**src/rtl/pipelined_adder.sv**
```systemverilog
// Pipelined adder/subtractor: WIDTH bits split into STAGES carry-registered slices,
// with valid/ready handshake and whole-pipeline stall on output backpressure.
module pipelined_adder #(
  parameter int WIDTH  = 16,
  parameter int STAGES = 4
) (
  input  logic             clk,
  input  logic             rst_n,
  input  logic             in_valid,
  output logic             in_ready,
  input  logic [WIDTH-1:0] a,
  input  logic [WIDTH-1:0] b,
  input  logic             cin,
  input  logic             sub,
  output logic             out_valid,
  input  logic             out_ready,
  output logic [WIDTH-1:0] s,
  output logic             cout,
  output logic             ovf
);

  localparam int C = WIDTH / STAGES;

  logic [WIDTH-1:0] b_eff;
  logic             c0;
  logic             adv;

  function automatic logic sgn_ovf(input logic a_msb, input logic b_msb, input logic s_msb);
    return (a_msb == b_msb) && (s_msb != a_msb);
  endfunction

  assign b_eff     = sub ? ~b : b;
  assign c0        = sub ? ~cin : cin;
  assign out_valid = g_stage[STAGES-1].vld_p;
  assign adv       = !out_valid || out_ready;
  assign in_ready  = adv;
  assign s         = g_stage[STAGES-1].x_p;
  assign cout      = g_stage[STAGES-1].cy_p;
  assign ovf       = g_stage[STAGES-1].g_last.ovf_p;

  // x_p is a shift register: unconsumed chunks of a sit at the bottom, finished
  // result chunks enter at the top, so after the last slice it holds the full sum.
  for (genvar k = 0; k < STAGES; k++) begin : g_stage
    logic [WIDTH-1:0]     x_in;
    logic [WIDTH-k*C-1:0] y_in;
    logic                 c_in;
    logic                 vld_in;
    logic [C:0]           sum;
    logic [WIDTH-1:0]     x_next;
    logic                 vld_p;
    logic                 cy_p;
    logic [WIDTH-1:0]     x_p;

    if (k == 0) begin : g_src
      assign x_in   = a;
      assign y_in   = b_eff;
      assign c_in   = c0;
      assign vld_in = in_valid;
    end else begin : g_src
      assign x_in   = g_stage[k-1].x_p;
      assign y_in   = g_stage[k-1].g_skew.y_p;
      assign c_in   = g_stage[k-1].cy_p;
      assign vld_in = g_stage[k-1].vld_p;
    end

    assign sum = {1'b0, x_in[C-1:0]} + {1'b0, y_in[C-1:0]} + {{C{1'b0}}, c_in};

    if (STAGES == 1) begin : g_pack
      assign x_next = sum[C-1:0];
    end else begin : g_pack
      assign x_next = {sum[C-1:0], x_in[WIDTH-1:C]};
    end

    // ---- stage k register boundary ----
    always_ff @(posedge clk or negedge rst_n) begin
      if (!rst_n) begin
        vld_p <= 1'b0;
        cy_p  <= 1'b0;
        x_p   <= '0;
      end else if (adv) begin
        vld_p <= vld_in;
        cy_p  <= sum[C];
        x_p   <= x_next;
      end
    end

    // Remaining upper chunks of b_eff skew forward to the slices that consume them.
    if (k < STAGES - 1) begin : g_skew
      logic [WIDTH-(k+1)*C-1:0] y_p;
      always_ff @(posedge clk or negedge rst_n) begin
        if (!rst_n) begin
          y_p <= '0;
        end else if (adv) begin
          y_p <= y_in[WIDTH-k*C-1:C];
        end
      end
    end

    if (k == STAGES - 1) begin : g_last
      logic ovf_p;
      always_ff @(posedge clk or negedge rst_n) begin
        if (!rst_n) begin
          ovf_p <= 1'b0;
        end else if (adv) begin
          ovf_p <= sgn_ovf(x_in[C-1], y_in[C-1], sum[C-1]);
        end
      end
    end
  end

endmodule
```
**config.mk**
```make
export PLATFORM = sky130hd
export DESIGN_NAME = pipelined_adder
export DESIGN_NICKNAME = d
export VERILOG_FILES = /design/src/rtl/pipelined_adder.sv
export SDC_FILE = /design/constraint.sdc
export NUM_CORES = 1
export LEC_CHECK = 0
export BUFFER_PORTS_ARGS = -buffer_cell sky130_fd_sc_hd__buf_2
export CAP_MARGIN = 20
export CORE_UTILIZATION = 55
export DETAILED_ROUTE_END_ITERATION = 10
export GPL_ROUTABILITY_DRIVEN = 0
export PLACE_DENSITY = 0.73
export SLEW_MARGIN = 20
export SYNTH_ARGS = -nofsm -noshare
export SYNTH_HDL_FRONTEND = slang
export SYNTH_SLANG_ARGS = --single-unit
```
**constraint.sdc**
```tcl
create_clock -name clk -period 2.2 [get_ports clk]
set_input_delay 0 -clock clk [delete_from_list [all_inputs] [get_ports clk]]
set_output_delay 0 -clock clk [all_outputs]
set_load 0.02 [all_outputs]
```
# == After elaboration in Yosys (flattened, before gate mapping) ==
# Index checks and enable logic that the tools add are counted.
# totals
reg_bits,97
inputBits,38
# classes
n_reduce_logical,3
bitwise_logic,2
mux,2
n_eq_ne,2
add_sub_neg,8
# ops
cell,n
adder 4 x 4 -> 5 bit,4
adder 5 x 1 -> 5 bit,4
2-to-1 mux 16 bit,1
inverter 16 bit,1
== test 1 bit,1
logical AND 1 bit,1
zero test 1 bit,1
logical OR 1 bit,1
2-to-1 mux 1 bit,1
!= test 1 bit,1
inverter 1 bit,1

# == Logic depth before layout (Yosys ltp) ==
# depth
ltp_word,4
ltp_mapped,8
mapped_depth_nobuf,6

# == Worst setup path after synthesis ==
# No wires, ideal clock.
# synth_path
path_type,input to register
startpoint,in sub
endpoint,reg g_stage[0].cy_p
t_arrival_ns,1.709
required_time_ns,2.069
path_buffers,2
path_stages,8
setup_slack_ns,0.359
path_cell_list,buf_4 > buf_4 > xor2_1 > fa_1 > fa_1 > a21o_1 > a21oi_1 > a21oi_1
# synth_via
elab_chain_len,3
# synth_lines
item,line,text
"start, declared",14,"input logic sub,"
2-to-1 mux 16 bit,32,assign b_eff = sub ? ~b : b;
adder 4 x 4 -> 5 bit,66,"assign sum = {1'b0, x_in[C-1:0]} + {1'b0, y_in[C-1:0]} + {{C{1'b0}}, c_in};"
adder 5 x 1 -> 5 bit (*),66,
"end signal, assigned",82,cy_p <= sum[C];
"end, declared",51,logic cy_p;
# Mark *: on every way between the ends. The rest lies on a longest branch, timed or not.
# A chain may end at the register's enable or synchronous reset.

# == Worst setup path after layout ==
# layout_path
startpoint,reg g_stage[0].cy_p
endpoint,reg g_stage[1].cy_p
# layout_via
elab_chain_len,1
# layout_lines
item,line
adder 5 x 1 -> 5 bit,66
"end signal, assigned",82
"end, declared",51
# No other way between the ends.

==> flow_summary.ini <==
[synthesis]
synth_commonest_cells = nand2_1, dfrtp_1, o21ai_0
async_reset_ff_share_pct = 100
synth_fp_nets = 520
synth_top_area_share_pct = 56.2
synth-main-ff-cell = dfrtp_1
ys_types = 27
post-synth-top-count-cell = nand2_1
yosys.area.top_type = dfrtp_1
avgSynthCellArea_um2 = 9.35
synth_area_um2 = 4320
synth_edf_count = 0
yosysSeqAreaShare_pct = 56.2
netlist_instances = 462
synth.area.top_cells = dfrtp_1, nand2_1, fa_1, ha_1, xnor2_1
yosys_register_bits = 97
ys_warn_count = 0

[sta]
clock_skew_ps = 10.4
relSlewSlack_pct = 59.7
layout_setup_ws_ps = 407
tightest_slew_ps = 604
rsz0062_at_grt = no
setup_viol = 0
finalCritPeriodShare_pct = 81.5
hold_violations = 0
maxSlewViolCount = 0
min_period_ps = 1790
worst_hold_slack_ps = 74.7
fin_setup_tns_ps = 0
fmax_mhz = 558

[clock_tree]
h-tree-depth = 3
clk_latency_ps = 360
clock_sinks = 97
cts_hold_buf = 27
cts_tree = built
cts-resized-gates = 0
root_buffer = clkbuf_8
cts.reportedPaths.clkPinSlew_ps = 100
cts_buffers = 9
post-cts-setup-buffer-count = 0
clockBufferDepth = 2

[worst_setup_path]
start_kind = flip-flop
cp-end-kind = flip-flop
critPathMaxStageDelay_ps = 460
path_cells = fa_1 > fa_1 > a21o_1 > a21oi_1 > a21oi_1
critical_path_required_ps = 2440
critPathArrivalTime_ps = 2030
worst-path-buf-inv = 0
cp_max_fo = 2
crit_type = flip-flop to flip-flop
cp_slowest_cell = fa_1
crit_family = adder cells

[floorplanning]
start_util_pct = 58.3
die-area_um2 = 8220
die_h_um = 90.6
row_count = 31
die_w_um = 90.6
design.portCount = 58
core_um2 = 7410

[place]
dp_hpwl_um = 5230
place_area_um2 = 4680
portBuffers = 57
place_ws_ps = 423

[power_and_ir_drop]
power_density_nw_per_um2 = 1300
p_comb_share_pct = 37.8
ir_worst_vdd_mv = 0.599
seqPwrFrac_pct = 45.2
p_leak_nw = 2.68
p_total_w = 0.00667
sw_frac_of_total_pct = 38.3
p_int_w = 0.00412
p_sw_w = 0.00256
p_clk_share_pct = 17.0

[routing]
routed_wl_um = 7990
vias_per_cell = 4.87
drt-initial-drc-count = 139
antenna_left = 0
detail_route.wl_per_cell_um = 12.4
drtPass1Iterations = 4
remaining_drc_errors = 0
num_vias = 3139

[grt]
grt_pass1_wl_um = 13900
antenna_found_initial = 0
grt-ovfl-total = 0
grt.total_usage_pct = 21.4
grt_max_degree = 108
grt_pass1_vias = 3126

[layout]
antenna_cells = 0
fin_nets = 598
postLayoutCellArea_um2 = 5140
area_delta_synth_final_pct = 19.0
drive_gt1_share_pct = 14.9

[run_status]
status = complete, no violations

[worst_hold_path]
worstHoldPathType = primary input to flip-flop

[flow_run]
max-cap-violations = 0
[flip-flops by register name, summed over array words and instances (netlist names)]
signal	flops
g_stage.x_p	48
g_stage.g_skew.y_p	24
s	16
g_stage.cy_p	3
g_stage.vld_p	3
cout	1
out_valid	1
ovf	1
[logic make-up (layout without fill, tap and decap cells)]
family,count (synthesis),after routing,share of synthesized area [%]
multiplexers,3,3,0.695
AND/OR/NAND/NOR,243,243,22.0
XOR/XNOR,20,20,4.05
adder cells (fa/ha/maj),20,20,7.18
buffers and inverters,34,117,3.82
flip-flops,97,97,56.2
AO/OA/AOI/OAI,45,45,6.08
[power by group through the flow]
stage / clock network [W] / registers (W) / logic (W)
2_1_floorplan: 0 / 0.00316 / 0.00169
3_3_place_gp: 0 / 0.00303 / 0.00242
3_5_place_dp: 0 / 0.00306 / 0.00250
4_1_cts: 0.00116 / 0.00302 / 0.00255
5_1_grt: 0.00123 / 0.00312 / 0.00291
6_report: 0.00113 / 0.00302 / 0.00252
[tightest hold or removal path: stages]
cell and delay [ps]:
buf_2 110, fa_1 170, nand2_1 60, nand2_1 70
[layer usage]
layer	global-route usage [%]	vias up	routed length (µm)
met5	0	-	0
li1	-	1609	-
met4	9.41	0	175
met2	36.2	53	3800
met1	27.8	1464	3830
met3	2.86	13	194
[layout by cell type, fill, tap and decap left out]
master,synthesis,final
o2111ai_1,3,3
nand2_1,224,224
ha_1,12,12
bufinv_16,0,1
o31ai_1,1,1
or4_1,3,3
nand3_1,4,4
buf_12,0,2
fa_1,8,8
o21ai_0,20,20
inv_1,10,10
buf_2,15,56
nor2b_4,1,1
a211oi_1,2,2
dlygate4sd3_1,0,27
a21o_1,4,4
nor2_1,6,6
nand2b_1,1,1
inv_6,0,1
dfrtp_1,97,97
xor2_1,5,5
buf_4,3,5
clkinv_2,0,3
a21oi_1,12,12
mux2i_1,3,3
a21boi_0,2,2
xnor2_1,15,15
nor2b_1,4,4
clkinvlp_4,0,1
inv_2,1,1
clkbuf_8,0,9
clkinv_4,0,1
o41ai_1,1,1
[worst paths after layout]
check	startpoint	endpoint	slack, ps	cells after the start
worst min-delay path	a[1]	g_stage[0].x_p[13]$_DFFE_PN0P_	70	4
worst max register to register	g_stage[0].cy_p$_DFFE_PN0P_	g_stage[1].cy_p$_DFFE_PN0P_	410	5
worst max-delay path	g_stage[0].cy_p$_DFFE_PN0P_	g_stage[1].cy_p$_DFFE_PN0P_	410	5
max in group asynchronous	rst_n	g_stage[0].g_skew.y_p[5]$_DFFE_PN0P_	1170	3
worst min register to register	g_stage[2].vld_p$_DFFE_PN0P_	g_stage[2].vld_p$_DFFE_PN0P_	470	2
min in group asynchronous	rst_n	s[3]$_DFFE_PN0P_	190	2
[per-stage QoR]
stage / util (%) / std cells
4_1_cts: 69.4 / 644
6_report: 69.4 / 644
3_5_place_dp: 63.2 / 601
5_1_grt: 69.4 / 644
3_3_place_gp: 63.2 / 601
2_1_floorplan: - / 462
[cell type report]
class / instances / area (µm²)
Sequential cell: 97 / 2430
Fill cell: 592 / 2260
Multi-Input combinational cell: 331 / 1730
Timing Repair Buffer: 90 / 628
Clock buffer: 9 / 124
Tap cell: 99 / 124
Clock inverter: 7 / 70.1
Inverter: 11 / 41.3
No activity file was read; power rests on OpenSTA's default activity.
